==> src/rtl/interleaver_pkg.sv <==
// Shared types and helpers for the WiMAX OFDM bit interleaver/deinterleaver.
package interleaver_pkg;

  localparam int NCBPS_BASE_DEF = 192;
  localparam int D_COLS         = 16;
  localparam int NCBPS_MAX_DEF  = 576;

  typedef enum logic [1:0] {
    MODE_QPSK  = 2'b00,
    MODE_16QAM = 2'b01,
    MODE_64QAM = 2'b10
  } mode_t;

  typedef enum logic [1:0] {
    BANK_EMPTY    = 2'b00,
    BANK_FILLING  = 2'b01,
    BANK_FULL     = 2'b10,
    BANK_DRAINING = 2'b11
  } bank_state_t;

  // Raw mode code to enum; the reserved code 11 falls back to QPSK.
  function automatic mode_t to_mode(logic [1:0] code);
    case (code)
      2'b01:   return MODE_16QAM;
      2'b10:   return MODE_64QAM;
      default: return MODE_QPSK;
    endcase
  endfunction

  // Coded bits per subcarrier.
  function automatic logic [2:0] ncpc_of(mode_t m);
    case (m)
      MODE_16QAM: return 3'd4;
      MODE_64QAM: return 3'd6;
      default:    return 3'd2;
    endcase
  endfunction

  // Coded bits per OFDM block for a given QPSK base size.
  function automatic int ncbps_of(mode_t m, int base);
    return (base * int'(ncpc_of(m))) / 32'sd2;
  endfunction

endpackage

==> src/rtl/interleaver_perm.sv <==
// Combinational two-step 802.16 interleaver permutation: input index k -> output index j.
module interleaver_perm
  import interleaver_pkg::*;
#(
  parameter int NCBPS_BASE = NCBPS_BASE_DEF,
  parameter int D          = D_COLS,
  parameter int ADDR_W     = 10
) (
  input  logic [ADDR_W-1:0] k,
  input  mode_t             mode,
  output logic [ADDR_W-1:0] j
);

  // Wide intermediates so D*m never overflows before the final reduction.
  localparam int W = ADDR_W + 5;

  logic [W-1:0] n_s;
  logic [W-1:0] s_s;
  logic [W-1:0] m_s;
  logic [W-1:0] t_s;

  // First step spreads adjacent bits over columns, second rotates within s-groups.
  always_comb begin
    n_s = W'(ncbps_of(mode, NCBPS_BASE));
    s_s = W'(ncpc_of(mode) / 3'd2);
    m_s = (n_s / W'(D)) * (W'(k) % W'(D)) + (W'(k) / W'(D));
    t_s = (m_s + n_s - ((W'(D) * m_s) / n_s)) % s_s;
    j   = ADDR_W'(s_s * (m_s / s_s) + t_s);
  end

endmodule

==> src/rtl/interleaver_pp.sv <==
// Ping-pong bit interleaver: one bank fills in natural order while the other drains.
module interleaver_pp
  import interleaver_pkg::*;
#(
  parameter int NCBPS_BASE = NCBPS_BASE_DEF,
  parameter int D          = D_COLS,
  parameter int NCBPS_MAX  = NCBPS_MAX_DEF,
  parameter int ADDR_W     = $clog2(NCBPS_MAX)
) (
  input  logic              clk,
  input  logic              resetN,
  input  logic [1:0]        mode,
  input  logic              valid_fec,
  input  logic              data_in,
  output logic              ready_interleaver,
  input  logic              ready_mod,
  output logic              valid_interleaver,
  output logic              data_out,
  output logic [ADDR_W-1:0] data_out_index,
  output logic              block_last,
  output logic [1:0]        block_mode
);

  logic [NCBPS_MAX-1:0] mem_r [2];
  bank_state_t          st_r [2];
  mode_t                bmode_r [2];
  logic                 wr_bank_r;
  logic                 rd_bank_r;
  logic [ADDR_W-1:0]    k_r;
  logic [ADDR_W-1:0]    rd_ptr_r;

  logic                 ready_r;
  logic                 valid_r;
  logic                 dout_r;
  logic [ADDR_W-1:0]    idx_r;
  logic                 last_r;
  mode_t                omode_r;

  mode_t                wmode_s;
  logic [ADDR_W-1:0]    wlast_s;
  logic [ADDR_W-1:0]    waddr_s;
  logic                 in_hs_s;
  logic                 wr_done_s;
  logic                 wr_bank_nxt_s;
  logic [ADDR_W-1:0]    k_nxt_s;
  logic                 out_hs_s;
  logic                 rd_bank_nxt_s;
  logic [ADDR_W-1:0]    rd_ptr_nxt_s;
  logic                 valid_nxt_s;
  logic                 load_s;
  mode_t                rmode_s;
  logic [ADDR_W-1:0]    rlast_s;
  bank_state_t          st_nxt_s [2];
  logic                 ready_nxt_s;

  interleaver_perm #(
    .NCBPS_BASE(NCBPS_BASE),
    .D         (D),
    .ADDR_W    (ADDR_W)
  ) u_perm (
    .k   (k_r),
    .mode(wmode_s),
    .j   (waddr_s)
  );

  // Write side: the first bit of a block uses the live mode, later bits the latched one.
  always_comb begin
    wmode_s       = (k_r == {ADDR_W{1'b0}}) ? to_mode(mode) : bmode_r[wr_bank_r];
    wlast_s       = ADDR_W'(ncbps_of(wmode_s, NCBPS_BASE) - 1);
    in_hs_s       = valid_fec & ready_r;
    wr_done_s     = in_hs_s & (k_r == wlast_s);
    wr_bank_nxt_s = wr_done_s ? ~wr_bank_r : wr_bank_r;
    k_nxt_s       = wr_done_s ? {ADDR_W{1'b0}} : (in_hs_s ? k_r + ADDR_W'(1) : k_r);
  end

  // Read side: reload the output stage on a handshake or whenever it holds nothing.
  always_comb begin
    out_hs_s      = valid_r & ready_mod;
    rd_bank_nxt_s = rd_bank_r;
    rd_ptr_nxt_s  = rd_ptr_r;
    valid_nxt_s   = valid_r;
    load_s        = 1'b0;
    if (out_hs_s) begin
      load_s = 1'b1;
      if (last_r) begin
        rd_bank_nxt_s = ~rd_bank_r;
        rd_ptr_nxt_s  = {ADDR_W{1'b0}};
        valid_nxt_s   = (st_r[~rd_bank_r] == BANK_FULL);
      end else begin
        rd_ptr_nxt_s = rd_ptr_r + ADDR_W'(1);
        valid_nxt_s  = 1'b1;
      end
    end else if (!valid_r) begin
      load_s      = 1'b1;
      valid_nxt_s = (st_r[rd_bank_r] == BANK_FULL);
    end else begin
      load_s = 1'b0;
    end
    rmode_s = bmode_r[rd_bank_nxt_s];
    rlast_s = ADDR_W'(ncbps_of(rmode_s, NCBPS_BASE) - 1);
  end

  // Bank state updates; write and read never touch the same bank in one cycle.
  always_comb begin
    st_nxt_s[0] = st_r[0];
    st_nxt_s[1] = st_r[1];
    if (in_hs_s) begin
      st_nxt_s[wr_bank_r] = wr_done_s ? BANK_FULL : BANK_FILLING;
    end else begin
      st_nxt_s[wr_bank_r] = st_r[wr_bank_r];
    end
    if (out_hs_s && last_r) begin
      st_nxt_s[rd_bank_r] = BANK_EMPTY;
    end else begin
      st_nxt_s[rd_bank_r] = st_nxt_s[rd_bank_r];
    end
    if (load_s && valid_nxt_s) begin
      st_nxt_s[rd_bank_nxt_s] = BANK_DRAINING;
    end else begin
      st_nxt_s[rd_bank_nxt_s] = st_nxt_s[rd_bank_nxt_s];
    end
    ready_nxt_s = (st_nxt_s[wr_bank_nxt_s] == BANK_EMPTY) ||
                  (st_nxt_s[wr_bank_nxt_s] == BANK_FILLING);
  end

  // Bank bookkeeping, pointers and the latched per-bank mode.
  always_ff @(posedge clk) begin
    if (!resetN) begin
      st_r[0]    <= BANK_EMPTY;
      st_r[1]    <= BANK_EMPTY;
      bmode_r[0] <= MODE_QPSK;
      bmode_r[1] <= MODE_QPSK;
      wr_bank_r  <= 1'b0;
      rd_bank_r  <= 1'b0;
      k_r        <= {ADDR_W{1'b0}};
      rd_ptr_r   <= {ADDR_W{1'b0}};
    end else begin
      st_r[0]   <= st_nxt_s[0];
      st_r[1]   <= st_nxt_s[1];
      if (in_hs_s && (k_r == {ADDR_W{1'b0}})) begin
        bmode_r[wr_bank_r] <= wmode_s;
      end
      wr_bank_r <= wr_bank_nxt_s;
      rd_bank_r <= rd_bank_nxt_s;
      k_r       <= k_nxt_s;
      rd_ptr_r  <= rd_ptr_nxt_s;
    end
  end

  // Bit storage: scatter each incoming bit to its permuted position.
  always_ff @(posedge clk) begin
    if (in_hs_s) begin
      mem_r[wr_bank_r][waddr_s] <= data_in;
    end
  end

  // Registered handshake and output stage; holds steady while the modulator stalls.
  always_ff @(posedge clk) begin
    if (!resetN) begin
      ready_r <= 1'b0;
      valid_r <= 1'b0;
      dout_r  <= 1'b0;
      idx_r   <= {ADDR_W{1'b0}};
      last_r  <= 1'b0;
      omode_r <= MODE_QPSK;
    end else begin
      ready_r <= ready_nxt_s;
      if (load_s) begin
        valid_r <= valid_nxt_s;
        idx_r   <= rd_ptr_nxt_s;
        if (valid_nxt_s) begin
          dout_r  <= mem_r[rd_bank_nxt_s][rd_ptr_nxt_s];
          last_r  <= (rd_ptr_nxt_s == rlast_s);
          omode_r <= rmode_s;
        end else begin
          dout_r <= 1'b0;
          last_r <= 1'b0;
        end
      end
    end
  end

  assign ready_interleaver = ready_r;
  assign valid_interleaver = valid_r;
  assign data_out          = dout_r;
  assign data_out_index    = idx_r;
  assign block_last        = last_r;
  assign block_mode        = omode_r;

endmodule

==> config.mk <==
export PLATFORM = sky130hd
export DESIGN_NAME = interleaver_pp
export DESIGN_NICKNAME = d
export VERILOG_FILES = /design/src/rtl/interleaver_pkg.sv /design/src/rtl/interleaver_perm.sv /design/src/rtl/interleaver_pp.sv
export SDC_FILE = /design/constraint.sdc
export NUM_CORES = 2
export LEC_CHECK = 0
export CORE_ASPECT_RATIO = 1.1
export CORE_MARGIN = 2
export CORE_UTILIZATION = 60
export DETAILED_ROUTE_END_ITERATION = 16
export HOLD_SLACK_MARGIN = 0.15
export PLACE_DENSITY = 0.74
export SLEW_MARGIN = 20
export SYNTH_ARGS = -nofsm -noshare
export SYNTH_HDL_FRONTEND = slang
export SYNTH_SLANG_ARGS = --single-unit
==> constraint.sdc <==
create_clock -name clk -period 64 [get_ports clk]
set_input_delay 12.8 -clock clk [delete_from_list [all_inputs] [get_ports clk]]
set_output_delay 12.8 -clock clk [all_outputs]
set_load 0.02 [all_outputs]
[Word level (Yosys, flattened, before mapping)]
Memories as Yosys holds them, arrays and structs flattened. A register that Yosys moved wholly into a read port is not among the register bits.
Index checks and enable logic that the tools add are counted.
Word-level totals
  bits of input ports: 7
  memory bits (writable): 1160
  memories kept: 3
  register bits: 38
Operators by class
  eq/ne operators: 11
  add/subtract/negate cells: 8
  order comparisons: 10
  multipliers: 4
  mux-type cells: 58
  reductions and logical operators: 13
  div/mod/pow operators: 3
  bitwise logic cells: 15
Memory list
  mem_r: depth 2, width 576, rd ports 1, clocked after memory_dff 0, write ports 1, RTL line interleaver_pp.sv:24  | logic [NCBPS_MAX-1:0] mem_r [2];
  bmode_r: depth 2, width 2, rd ports 2, clocked after memory_dff 1, write ports 2, RTL line interleaver_pp.sv:26  | mode_t bmode_r [2];
  st_r: depth 2, width 2, rd ports 5, clocked after memory_dff 2, write ports 2, RTL line interleaver_pp.sv:25  | bank_state_t st_r [2];
Operator list (count)
  2-to-1 mux 576 bit: 1
  2-to-1 mux 2 bit: 17
  2-to-1 mux 1 bit: 23
  less-than comparator 10 x 11 -> 1 bit (second input constant): 2
  adder 10 x 1 -> 10 bit (second input constant): 2
  == test 10 bit: 2
  2-to-1 mux 10 bit: 2
  subtractor 10 x 1 -> 10 bit (second input constant): 2
  bitwise mux 4 bit: 4
  adder 15 x 10 -> 15 bit: 1
  adder 15 x 6 -> 15 bit: 1
  divider 15 x 15 -> 15 bit: 1
  divider 15 x 2 -> 15 bit: 1
  modulo 15 x 2 -> 15 bit: 1
  multiplier 2 x 15 -> 10 bit: 1
  subtractor 15 bit: 1
  2-to-1 mux 4 bit: 3
  case mux 3 bit (2 select lines): 2
  adder 10 bit: 1
  binary-select mux 1 bit (select 10 bit): 1
  demux 1 bit (select 10 bit): 1
  == test 2 bit (second input constant): 5
  greater-or-equal comparator 10 x 1 -> 1 bit (second input constant): 1
  zero test 10 bit: 1
  other kinds (19): 45

[Longest topological paths before layout]
  depth after elaboration: 27
  depth in mapped cells: 233
  mapped depth without buffers: 220

[Hierarchy]
From an unflattened synthesis, not the netlist that was laid out.
Unflattened totals
  cells, all modules: 6379
  area, all modules: 64660.8 um2
Modules (own cells, without submodules)
  interleaver_pp: cells an instance 4829, area each 53860.4 um2, seq. area each 35594.1 um2, times used 1
  interleaver_perm: cells an instance 1550, area each 10800.4 um2, seq. area each 0.0 um2, times used 1

[Worst setup path after synthesis]
No wires, ideal clock.
  path kind: input to register
  from: in mode[1]
  to: mem mem_r[0][412] (netlist name) (enable)
  setup time: 304 ps
  cell stages on the path: 217
  buffers on the path: 12
  path slack: 6962 ps
  data arrival time: 56734 ps
  path through: inv_1 -> a31oi_1 -> inv_1 -> ha_1 -> clkbuf_1 -> clkinv_1 -> nand2_1 -> fa_1 -> inv_1 -> fa_1 -> inv_1 -> fa_1 -> inv_1 -> ha_1 -> buf_2 -> o21ai_1 -> a2111oi_2 -> xnor2_1 -> [... 181 more ...] -> inv_1 -> a21oi_1 -> o21bai_1 -> a21oi_1 -> o21bai_1 -> a21o_1 -> a21oi_1 -> xnor2_1 -> xnor2_1 -> xnor2_1 -> xnor2_1 -> xnor2_1 -> xor2_2 -> nor2_2 -> o2111ai_1 -> buf_2 -> buf_2 -> a21oi_1
On the way
  longest elaborated chain between the ends: 17
  elaborated cells between the ends (all ways): 23
  classes of those cells: add/sub (4); mul (3); div (3); order compare (2); eq/ne (4); mux (6); reduce/logical (1)
RTL lines
  start: declaration: RTL line interleaver_pp.sv:12  | input logic [1:0] mode,
  == test 2 bit / == test 2 x 1 -> 1 bit (equally long branches): RTL line interleaver_pkg.sv:23  | case (code)
  case mux 2 bit (2 select lines) (*): RTL line interleaver_pkg.sv:23
  2-to-1 mux 2 bit (*): RTL line interleaver_pp.sv:68  | wmode_s = (k_r == {ADDR_W{1'b0}}) ? to_mode(mode) : bmode_r[wr_bank_r];
  net u_perm.mode[0]: RTL line interleaver_perm.sv:10  | input mode_t mode,
  == test 2 bit / == test 2 x 1 -> 1 bit (equally long branches): RTL line interleaver_pkg.sv:32  | case (m)
  case mux 3 bit (2 select lines) (*): RTL line interleaver_pkg.sv:32
  multiplier 2 x 3 -> 5 bit: RTL line interleaver_pkg.sv:41  | return (base * int'(ncpc_of(m))) / 32'sd2;
  multiplier 5 x 4 -> 9 bit: RTL line interleaver_perm.sv:26  | m_s = (n_s / W'(D)) * (W'(k) % W'(D)) + (W'(k) / W'(D));
  [... 2 more ...]
  subtractor 15 bit: RTL line interleaver_perm.sv:27  | t_s = (m_s + n_s - ((W'(D) * m_s) / n_s)) % s_s;
  modulo 15 x 2 -> 15 bit: RTL line interleaver_perm.sv:27
  adder 10 bit (*): RTL line interleaver_perm.sv:28  | j = ADDR_W'(s_s * (m_s / s_s) + t_s);
  less-than comparator 10 x 11 -> 1 bit (not written as such) / greater-or-equal comparator 10 x 1 -> 1 bit (equally long branches): RTL line interleaver_pp.sv:153  | mem_r[wr_bank_r][waddr_s] <= data_in;
  logical AND 1 bit (not written as such): RTL line interleaver_pp.sv:153
  2-to-1 mux 1 bit (not written as such): RTL line interleaver_pp.sv:153
  demux 1 bit (select 10 bit) (*): RTL line interleaver_pp.sv:153
  2-to-1 mux 576 bit (not written as such) (*): RTL line interleaver_pp.sv:153
  end: declaration: RTL line interleaver_pp.sv:24
The timed path passes the listed nets; every way through them passes the cells marked *.

[Worst setup path in the final report]
  from: in mode[1]
  to: mem mem_r[0][99] (netlist name) (enable)
The elaborated chain is that of the path after synthesis.

==> flow_metrics.py <==
metrics = {
    "logic_synthesis": {
        "ys.flop_type": "edfxtp_1",
        "syn-cell-area_um2": 66020,
        "synth-warning-count": 0,
        "seq_area_frac_synth_pct": 53.91,
        "synthCells": 5685,
        "synth_seq_cells": 1200,
        "async_flop_share_pct": 0,
        "synth.distinct_cells": 115,
        "synth_edf_count": 1156,
        "synth_area_per_cell_um2": 11.61,
    },
    "clocking": {
        "cts_sinks": 1200,
        "htree_levels": 3,
        "hold_buffers": 0,
        "cts_root_buffer": "clkbuf_16",
        "clkTransAtPathRegs_ns": 0.06,
        "cts_made_buffers": 110,
        "clk_latency_ns": 0.72,
        "clockBufferDepth": 3,
        "cts_tree": "built",
    },
    "hold_path": {
        "hp-start": "data_out_index[9]",
        "hold-path-endpoint": "data_out_index[9]",
        "hold_depth": 2,
        "worstHoldPathType": "reg2reg",
    },
    "grt": {
        "grt_pass1_wl_mm": 278.3,
        "grt_usage_pct": 31.85,
        "grt_pass1_vias": 47770,
        "grt_overflow": 0,
        "antenna_found_initial": 4,
        "grt_max_degree": 187,
    },
    "worst_setup_path": {
        "r2r_start": "k_r[0]",
        "max_stage_delay_ns": 1.30,
        "cp_slowest_cell": "nor2_1",
        "crit_type": "in2reg",
        "worstSetupStartpointType": "primary input",
        "crit_top_cell": "ha_1",
        "crit_required_ns": 64.39,
        "worstPathArrival_ns": 61.11,
        "r2r_cells": 208,
        "cp_max_fo": 22,
        "endpoint_kind": "flip-flop",
        "reg2reg_slack_ns": 14.51,
        "reg2reg_to": "mem_r[0][99]",
    },
    "detailed_routing": {
        "wl_per_cell_um": 28.57,
        "ant_nets": 0,
        "routed_wl_mm": 199.8,
        "drc": 0,
        "detail_route.iter0.violations": 7534,
        "via_per_inst": 7.228,
        "dr.pass1.iters": 9,
        "vias": 50550,
    },
    "floorplanning": {
        "io_pins": 23,
        "die_w_um": 320.3,
        "chipHeight_um": 351.9,
        "row_count": 127,
        "start_util_pct": 60.57,
        "core_region_area_um2": 109000,
        "die_area_um2": 112700,
    },
    "place": {
        "dp_hpwl_mm": 110.4,
        "place_area_um2": 67110,
        "place_congestion": 0.9314,
        "port_buffers": 22,
    },
    "job": {
        "max_cap_violations": 1,
    },
    "timing": {
        "finClkSkew_ns": 0.02826,
        "fmax_ghz": 0.01647,
        "tns_ns": 0,
        "slew_violations": 8,
        "slew-limit-headroom_pct": -15.53,
        "tightest_slew_ns": 1.727,
        "hold_viol": 0,
        "fin_crit_sh_pct": 94.87,
        "post-route-min-period_ns": 60.72,
        "setup_viol_count_final": 0,
    },
    "cells_and_area": {
        "design_area_um2": 71840,
        "mostFrequentLayoutCells": "a21oi_1 (1,175), edfxtp_1 (1,156), nand2_1 (559), mux4_2 (288), nor2_1 (241)",
        "mostFrequentLayoutCell": "a21oi_1",
        "final_util_pct": 65.91,
        "fill_cells": 7975,
        "syn2layout_area_growth_pct": 8.816,
        "nets": 5643,
        "drive_gt1_share_pct": 14.17,
    },
    "status": {
        "failed_checks": "capacitance limit, slew limit",
        "status": "finished with violations",
    },
}
-- cells by family after synthesis --
family,share of synthesized area (%)
compound gates,15.64
buf+inv,3.694
simple gates,11.40
mux,10.63
xor+xnor,1.484
flops,53.91
fa+ha+maj,3.237
other cells,0.005680
-- how the worst max path moves through the flow --
stage,startpoint,to,slack (ns),depth (start not counted)
finish,mode[1],mem_r[0][99],3.28,204
global route,mode[0],mem_r[0][103],-0.23,215
CTS,mode[1],mem_r[0][84],0.05,211
detailed placement,mode[1],mem_r[0][212],-0.40,211
global placement,mode[1],mem_r[0][215],1.24,212
floorplan,mode[1],mem_r[0][412],6.96,217
-- sequential cells by signal (all words and copies together), names as in the netlist, named ones only --
| name | flops |
|---|---|
| rd_bank_r | 1 |
| ready_interleaver | 1 |
| valid_interleaver | 1 |
| data_out_index | 10 |
| wr_bank_r | 1 |
| rd_ptr_r | 10 |
| block_last | 1 |
| st_r | 4 |
| data_out | 1 |
| block_mode | 2 |
| bmode_r | 4 |
| k_r | 10 |
| mem_r | 1152 |
-- synthesized netlist by cell type (13+ instances only) --
cell | count | area share [%]
nor3_1 | 119 | 0.90
ha_1 | 138 | 2.6
a21o_1 | 28 | 0.32
and2_1 | 35 | 0.33
o21ai_0 | 82 | 0.62
or2_2 | 40 | 0.38
nand4_1 | 16 | 0.15
a21oi_1 | 1182 | 9.0
and3_1 | 63 | 0.60
o21a_1 | 56 | 0.64
nor4_1 | 144 | 1.4
fa_1 | 20 | 0.61
o211ai_1 | 23 | 0.26
clkbuf_1 | 311 | 1.8
o21bai_1 | 13 | 0.15
dfxtp_1 | 44 | 1.3
nor2b_1 | 20 | 0.19
nor2_1 | 254 | 1.4
mux4_2 | 288 | 9.8
mux2i_1 | 36 | 0.55
edfxtp_1 | 1156 | 53
a21boi_0 | 13 | 0.15
nand3_1 | 153 | 1.2
buf_1 | 47 | 0.27
a311oi_1 | 62 | 0.82
or3_1 | 21 | 0.20
mux2_2 | 13 | 0.22
a211oi_1 | 36 | 0.41
xnor2_1 | 71 | 0.94
nand2b_1 | 26 | 0.25
nand2_1 | 561 | 3.2
inv_1 | 101 | 0.57
o31ai_1 | 25 | 0.28
a31oi_1 | 45 | 0.43
xor2_1 | 39 | 0.52
buf_2 | 128 | 0.97
o31a_1 | 15 | 0.20
-- layer usage --
layer	global-route usage [%]	vias up	wire length (um)
met5	0	-	72
met2	52.99	3378	94250
met3	6.267	658	25400
li1	-	21630	-
met1	41.01	24870	69230
met4	13.30	7	10820
-- critical path: cells and delay by family --
family / cells / cell delay (ns)
simple gates: 64 / 16.43
compound gates: 81 / 16.12
fa+ha+maj: 32 / 10.39
mux: 9 / 2.42
buf+inv: 14 / 2.01
xor+xnor: 4 / 0.86
-- repair_timing --
action | CTS | global route
buffers inserted | 0 | 29
gates resized for setup | 0 | 103
hold endpoints to repair | 0 | 0
setup endpoints to repair | 0 | 1152
-- final cells by class --
type / count / area (um2) / area share (%)
well taps: 1419 / 1775 / 2.471
repair buffers: 148 / 1484 / 2.066
diodes: 6 / 15.01 / 0.02090
clock inverters: 50 / 499.2 / 0.6949
inverters: 102 / 382.9 / 0.5329
flip-flops and latches: 1200 / 35590 / 49.54
clock buffers: 152 / 3027 / 4.213
multi-input cells: 3916 / 29070 / 40.46
-- metrics by stage --
step                      worst slack [ns]  hold slack (ns)  std cells
after floorplan                      6.962           0.4660       5688
after global placement               1.235           0.4386       6726
after CTS                          0.05482           0.4570       6930
after detailed placement           -0.4042           0.4484       6728
final                                3.281           0.4526       6993
after global routing               -0.2306           0.4852       6987
Power is not shown: default switching activity piles up to over one toggle a cycle in this logic, so the estimate is an artifact.
